==> config.mk <==
export PLATFORM = sky130hd
export DESIGN_NAME = key_click_decoder
export DESIGN_NICKNAME = d
export VERILOG_FILES = /design/src/rtl/key_pkg.sv /design/src/rtl/key_prio_sel.sv /design/src/rtl/key_click_decoder.sv
export SDC_FILE = /design/constraint.sdc
export NUM_CORES = 1
export LEC_CHECK = 0
export ABC_CLOCK_PERIOD_IN_PS = 1850
export CAP_MARGIN = 20
export CORE_MARGIN = 4
export CORE_UTILIZATION = 40
export CTS_CLUSTER_SIZE = 30
export DETAILED_ROUTE_END_ITERATION = 8
export SLEW_MARGIN = 20
export SYNTH_ARGS = -nofsm -noshare
export SYNTH_HDL_FRONTEND = slang
export SYNTH_HIERARCHICAL = 1
export SYNTH_SLANG_ARGS = --single-unit
==> constraint.sdc <==
create_clock -name clk -period 1.85 [get_ports clk]
set_input_delay 0.37 -clock clk [delete_from_list [all_inputs] [get_ports clk]]
set_output_delay 0.37 -clock clk [all_outputs]
set_load 0.05 [all_outputs]
==> src/rtl/key_pkg.sv <==
`default_nettype none
// ============================================================================
// Module      : key_pkg
// Description : Shared state encoding and timing defaults for key blocks.
// Revision    : 1.0 - initial release
// ============================================================================
package key_pkg;

    typedef enum logic [1:0] {
        IDLE = 2'b00,
        WAIT = 2'b01
    } key_state_t;

    localparam int C_TIME_DC_DEFAULT = 15_000_000;
    localparam int C_CNT_W           = 24;

endpackage
`default_nettype wire

==> src/rtl/key_prio_sel.sv <==
`default_nettype none
// ============================================================================
// Module      : key_prio_sel
// Description : Lowest-index request selector, one-hot grant plus valid.
// Revision    : 1.0 - initial release
// ============================================================================
module key_prio_sel #(
    parameter int WIDTH = 1
) (
    input  logic [WIDTH-1:0] req,
    output logic [WIDTH-1:0] sel_onehot,
    output logic             sel_valid
);

    // Two's-complement trick isolates the lowest set bit.
    assign sel_onehot = req & (~req + WIDTH'(1));
    assign sel_valid  = |req;

endmodule
`default_nettype wire

==> src/rtl/key_click_decoder.sv <==
`default_nettype none
// ============================================================================
// Module      : key_click_decoder
// Description : Classifies key-release pulses into single and double clicks.
// Revision    : 1.0 - initial release
// ============================================================================
module key_click_decoder
    import key_pkg::*;
#(
    parameter int WIDTH   = 1,
    parameter int TIME_DC = C_TIME_DC_DEFAULT
) (
    input  logic             clk,
    input  logic             rst,
    input  logic [WIDTH-1:0] key_pulse,
    output logic [WIDTH-1:0] single_click,
    output logic [WIDTH-1:0] double_click,
    output logic             busy
);

    localparam int IDX_W = (WIDTH > 1) ? $clog2(WIDTH) : 1;
    localparam logic [C_CNT_W-1:0] C_CNT_LAST = C_CNT_W'(TIME_DC - 1);

    key_state_t         r_state;
    logic [C_CNT_W-1:0] r_cnt;
    logic [IDX_W-1:0]   r_pend_idx;
    logic [WIDTH-1:0]   r_single;
    logic [WIDTH-1:0]   r_double;
    logic               r_busy;

    logic [WIDTH-1:0]   w_sel_onehot;
    logic               w_sel_valid;
    logic [IDX_W-1:0]   w_sel_idx;
    logic [WIDTH-1:0]   w_pend_onehot;
    logic               w_same_key;

    key_prio_sel #(
        .WIDTH (WIDTH)
    ) u_prio_sel (
        .req        (key_pulse),
        .sel_onehot (w_sel_onehot),
        .sel_valid  (w_sel_valid)
    );

    always_comb begin
        w_sel_idx = '0;
        for (int i = 0; i < WIDTH; i++) begin
            if (w_sel_onehot[i]) begin
                w_sel_idx = IDX_W'(i);
            end
        end
    end

    assign w_pend_onehot = WIDTH'(1) << r_pend_idx;
    assign w_same_key    = w_sel_valid && (w_sel_idx == r_pend_idx);

    always_ff @(posedge clk or posedge rst) begin
        if (rst) begin
            r_state    <= IDLE;
            r_cnt      <= '0;
            r_pend_idx <= '0;
            r_single   <= '0;
            r_double   <= '0;
            r_busy     <= 1'b0;
        end else begin
            r_single <= '0;
            r_double <= '0;
            case (r_state)
                IDLE: begin
                    r_cnt <= '0;
                    if (w_sel_valid) begin
                        r_pend_idx <= w_sel_idx;
                        r_state    <= WAIT;
                        r_busy     <= 1'b1;
                    end
                end
                WAIT: begin
                    // A repeat press beats expiry in the same cycle.
                    if (w_same_key) begin
                        r_double <= w_pend_onehot;
                        r_cnt    <= '0;
                        r_state  <= IDLE;
                        r_busy   <= 1'b0;
                    end else if (w_sel_valid) begin
                        r_single   <= w_pend_onehot;
                        r_pend_idx <= w_sel_idx;
                        r_cnt      <= '0;
                    end else if (r_cnt == C_CNT_LAST) begin
                        r_single <= w_pend_onehot;
                        r_cnt    <= '0;
                        r_state  <= IDLE;
                        r_busy   <= 1'b0;
                    end else begin
                        r_cnt <= r_cnt + C_CNT_W'(1);
                    end
                end
                default: begin
                    r_cnt   <= '0;
                    r_state <= IDLE;
                    r_busy  <= 1'b0;
                end
            endcase
        end
    end

    assign single_click = r_single;
    assign double_click = r_double;
    assign busy         = r_busy;

endmodule
`default_nettype wire

== Word level (Yosys, flattened, before mapping) ==
Cells that the tools add are included.
Storage, ports and cells
  flip-flop bits (word level): 30
  word-level logic and storage cells: 43
  output and inout bits: 3
  input bits: 3
Operators by class
  reductions and logical operators: 5
  multiplexer cells: 23
  equality and inequality tests: 6
  bitwise operators: 1
  shift-type cells: 1
  add/subtract/negate cells: 1
Operators with widths (number)
  24-bit 2-to-1 mux: 4
  24-bit by 1-bit adder with 24-bit output, second input constant: 1
  24-bit == test, second input constant: 1
  1-bit 2-to-1 mux: 12
  2-bit 2-to-1 mux: 4
  3-bit != test, second input constant: 2
  2-bit != test, second input constant: 2
  1-bit one-hot mux with 2 select lines: 2
  2-bit one-hot mux with 2 select lines: 1
  3-bit AND reduction: 1
  2-bit by 1-bit == test with 1-bit output, second input constant: 1
  2-bit logical NOT: 1
  2-bit AND reduction: 1
  2-bit nonzero test: 1
  1-bit logical AND: 1
  1-bit NOT: 1
  1-bit by 1-bit left shift with 1-bit output, first input constant: 1

== Logic depth before layout (Yosys ltp) ==
  depth in word-level cells: 5
  gate-level depth with buffers: 6
  depth with buffers taken out: 5

== Cells and area by module ==
The synthesis kept the hierarchy.
By module, submodules not included
  key_click_decoder: sequential area each 675.6 sq um, area an instance 1345.0 sq um, cells each 141, instances 1
  key_prio_sel: sequential area each 0.0 sq um, area an instance 15.0 sq um, cells each 2, instances 1

== Least setup slack after synthesis ==
Ideal clock, no wire load.
  kind: register to register
  from: reg r_cnt[0]
  to: reg r_cnt[18]
  required time: 1.773 ns
  stages on the path, launching flop included: 7
  library setup time: 0.077 ns
  path buffers: 1
  data arrival time: 1.897 ns
  clock period less this slack: 1.974 ns
  setup slack: -0.124 ns
  path through: dfrtp_1 > ha_1 > nand2_1 > or4_1 > buf_2 > or4_1 > a21oi_1
On the way
  word-level cells in the longest chain between the ends: 5
  elaborated cells on any way between the ends: 6
  classes of those cells: add/sub (1); eq/ne (1); mux (4)
RTL lines
  start: declaration: line key_click_decoder.sv:25  | logic [C_CNT_W-1:0] r_cnt;
  start signal: assignment: line key_click_decoder.sv:94  | r_cnt <= r_cnt + C_CNT_W'(1);
  24-bit by 1-bit adder with 24-bit output / 24-bit == test (equally long branches): line key_click_decoder.sv:94, key_click_decoder.sv:88
  24-bit 2-to-1 mux (*): line key_click_decoder.sv:88  | end else if (r_cnt == C_CNT_LAST) begin
  24-bit 2-to-1 mux (*): line key_click_decoder.sv:84  | end else if (w_sel_valid) begin
  24-bit 2-to-1 mux (*): line key_click_decoder.sv:79  | if (w_same_key) begin
  24-bit 2-to-1 mux (*): line key_click_decoder.sv:68  | case (r_state)
Every way passes the cells marked *; elsewhere a longest branch is shown, timed or not.
A chain may end at the register's enable or synchronous reset.

== Final worst setup path ==
  from: reg r_cnt[9]
  to: reg r_cnt[10]
The elaborated chain is that of the path after synthesis.

==> flow_summary_export.csv <==
group,metric,value,unit
run,drv.max_cap_violation_count,0,
critical_path,ff2ff_path_depth,7,
finish,post_route_cells_drive_above_1_share,33.7,%
timing,unrepaired_setup_endpoints_after_global_routing,"yes",
status,run_status,"complete, but fails checks",
power,vdd.ir_drop.worst,0.308,mV
timing,max_clock_freq,537,MHz
timing,timing.final.crit_share,101,%
logic_synthesis,syn_area_per_cell,9.52,µm²
finish,layout.filler_cells,283,
global_route,globalRouteTotalUtil,15.5,%
logic_synthesis,netlist_area,0.00135,mm²
detailed_routing,drt_pass1_iterations,4,
die,die_h,66.2,µm
logic_synthesis,synth.net_count,146,
clock_tree,cts_inserted_buffers,3,
global_route,grt_pass1_vias,1161,
timing,setup_viol_count_final,5,
placement,io_buffer_count,5,
critical_path,regToRegSetupSlack,-0.01,ns
power,power.leakage,0.767,nW
global_route,antenna_violations_before_repair,0,
clock_tree,post_cts_hold_buffer_count,0,
clock_tree,htreeDepth,1,
clock_tree,tritoncts_num_sinks,27,
placement,dp_slack,-0.00376,ns
detailed_routing,via_per_inst,5.37,
critical_path,worst_r2r_endpoint,"r_cnt[10]",
timing,max_slew_margin,67.4,%
critical_path,critical_path.startpoint_type,"flip-flop",
clock_tree,clk-insertion-delay-late,0.34,ns
logic_synthesis,syn_inst,142,
clock_tree,tritoncts,"built",
logic_synthesis,yosys_warnings,6,
critical_path,setup.worst_path.class,"reg2reg",
finish,count_of_nets_after_finishing,189,
critical_path,rr_startpoint,"r_cnt[9]",
timing,fin_worst_skew,0.0159,ns
critical_path,critical_path_required,2.09,ns
timing,setup_slack,-0.0129,ns
timing,timing.final.max_slew_violations,0,
power,pwr_density_cell,536,mW/mm²
timing,report.final.hold_viol_count,0,
detailed_routing,num_vias,1225,
finish,number_of_antenna_diodes,0,
detailed_routing,detail_route.drc_violations,0,
global_route,pin_count_of_the_biggest_net_entering_global_routing,28,
clock_tree,cts-root-to-sink-buffers,2,
die,placeableCoreArea,0.00315,mm²
detailed_routing,number_of_nets_with_antenna_violations_after_routing,0,
detailed_routing,route.detailed.wl_per_inst,14.8,µm
critical_path,timing.critical_path.to_type,"flip-flop",
timing,timing.final.crit_period,1.86,ns
critical_path,critical_path.startpoint,"r_cnt[9]",
status,violations,"negative setup slack",
global_route,remaining_overflow_grt,0,
placement,gp_congestion,0.868,
finish,instances_no_fill,228,
die,cell_row_count,20,
finish,multi_input_comb_area,732,µm²
placement,hpwlAfterDp,2200,µm
detailed_routing,finalWirelength,3370,µm
global_route,grt_first_pass_wirelength,5250,µm
finish,sequential_cell_area,678,µm²
critical_path,critical_path_fanouts_max,7,
critical_path,critPathArrivalTime,2.10,ns
clock_tree,cts_clk_pin_slew_worst_paths,0.16,ns
die,floorplan.io_pins,6,
finish,areaGrowthSynthToFinish,38.6,%
die,area_of_the_die,0.00438,mm²
detailed_routing,drt_iter0_markers,85,
die,initial_core_util,42.9,%
placement,placedCellCount,212,
clock_tree,clockRootBuffer,"sky130_fd_sc_hd__clkbuf_4",
hold_path,timing.hold.worst.class,"in2async",
timing,worst_slew_pin_slew,0.491,ns
die,dieWidth,66.2,µm
[sequential cells by signal, indices dropped and copies added, names as in the netlist]
name and count:
r_cnt 24, busy 1, double_click 1, single_click 1
[layout by cell type, fill, tap and decap left out, types with 2 or more instances in the layout]
| master | instances |
|---|---|
| sky130_fd_sc_hd__o21ai_0 | 6 |
| sky130_fd_sc_hd__buf_6 | 7 |
| sky130_fd_sc_hd__dfrtp_1 | 25 |
| sky130_fd_sc_hd__or4_4 | 3 |
| sky130_fd_sc_hd__nand4_1 | 3 |
| sky130_fd_sc_hd__nand3b_1 | 2 |
| sky130_fd_sc_hd__nor3_1 | 4 |
| sky130_fd_sc_hd__nand2_1 | 9 |
| sky130_fd_sc_hd__o31ai_1 | 2 |
| sky130_fd_sc_hd__nor2_1 | 17 |
| sky130_fd_sc_hd__xor2_1 | 5 |
| sky130_fd_sc_hd__nand3_1 | 7 |
| sky130_fd_sc_hd__clkdlybuf4s50_1 | 2 |
| sky130_fd_sc_hd__or3_1 | 5 |
| sky130_fd_sc_hd__dfrtp_2 | 2 |
| sky130_fd_sc_hd__xnor2_1 | 7 |
| sky130_fd_sc_hd__or4_1 | 2 |
| sky130_fd_sc_hd__nor4_1 | 2 |
| sky130_fd_sc_hd__and3_1 | 2 |
| sky130_fd_sc_hd__clkbuf_4 | 3 |
| sky130_fd_sc_hd__dlygate4sd2_1 | 2 |
| sky130_fd_sc_hd__buf_4 | 31 |
| sky130_fd_sc_hd__a21oi_1 | 8 |
| sky130_fd_sc_hd__inv_1 | 8 |
| sky130_fd_sc_hd__o31ai_2 | 2 |
| sky130_fd_sc_hd__a21oi_2 | 2 |
| sky130_fd_sc_hd__nand3_2 | 2 |
[worst max-delay path by stage]
stage / end / slack [ns]
after floorplan: r_cnt[18] / -0.02
after global placement: r_cnt[23] / 0.04
after detailed placement: r_cnt[23] / -0.004
after CTS: r_cnt[10] / 0.001
after global routing: r_cnt[20] / -0.11
final: r_cnt[10] / -0.01
[critical path, cell delays in order, from the launching register on]
cell	delay, ns
sky130_fd_sc_hd__dfrtp_1	0.45
sky130_fd_sc_hd__buf_4	0.15
sky130_fd_sc_hd__nor4_2	0.25
sky130_fd_sc_hd__nand3_1	0.20
sky130_fd_sc_hd__o311ai_4	0.32
sky130_fd_sc_hd__buf_6	0.17
sky130_fd_sc_hd__buf_6	0.14
sky130_fd_sc_hd__nor2_1	0.06
[repair_timing]
action | CTS | global route
pin swaps | 1 | 7
gates resized for setup | 4 | 27
cloned | 0 | 3
endpoints found under the setup margin | 9 | 24
setup buffers | 2 | 7
[metrics by stage]
step | hold slack, ns | utilization, % | cell area (µm²) | setup TNS, ns | power (W)
final | 0.377 | 59.4 | 1870 | -0.0387 | 0.00101
after global routing | 0.414 | 59.4 | 1870 | -2.00 | 0.00104
after CTS | 0.389 | 53.6 | 1690 | 0 | 0.000984
after detailed placement | 0.554 | 52.0 | 1640 | -0.00376 | 0.000712
after global placement | 0.543 | 52.0 | 1640 | 0 | 0.000709
after floorplan | 0.423 | - | 1370 | -0.0152 | 0.000674
[where the power goes]
group          total [W]  internal [W]  switching, W
sequential      0.000609      0.000599     0.0000103
clock           0.000272     0.0000829      0.000189
combinational   0.000124     0.0000506     0.0000736
[area by class of cell]
type                    instances  area share [%]
repair buffers                 42            18.6
flip-flops and latches         27            36.2
multi-input cells             103            39.1
clock inverters                 1           0.401
well taps                      44            2.94
clock buffers                   3            1.20
inverters                       8            1.60
[layer usage]
layer / share of wire, % / vias to the layer above / GRT usage (%)
met2: 50 / 26 / 27.4
li1: - / 592 / -
met1: 46 / 602 / 18.7
met5: 0 / - / 0
met4: 1.4 / 0 / 6.09
met3: 3.1 / 5 / 2.21
No activity file was read; power rests on OpenSTA's default activity.
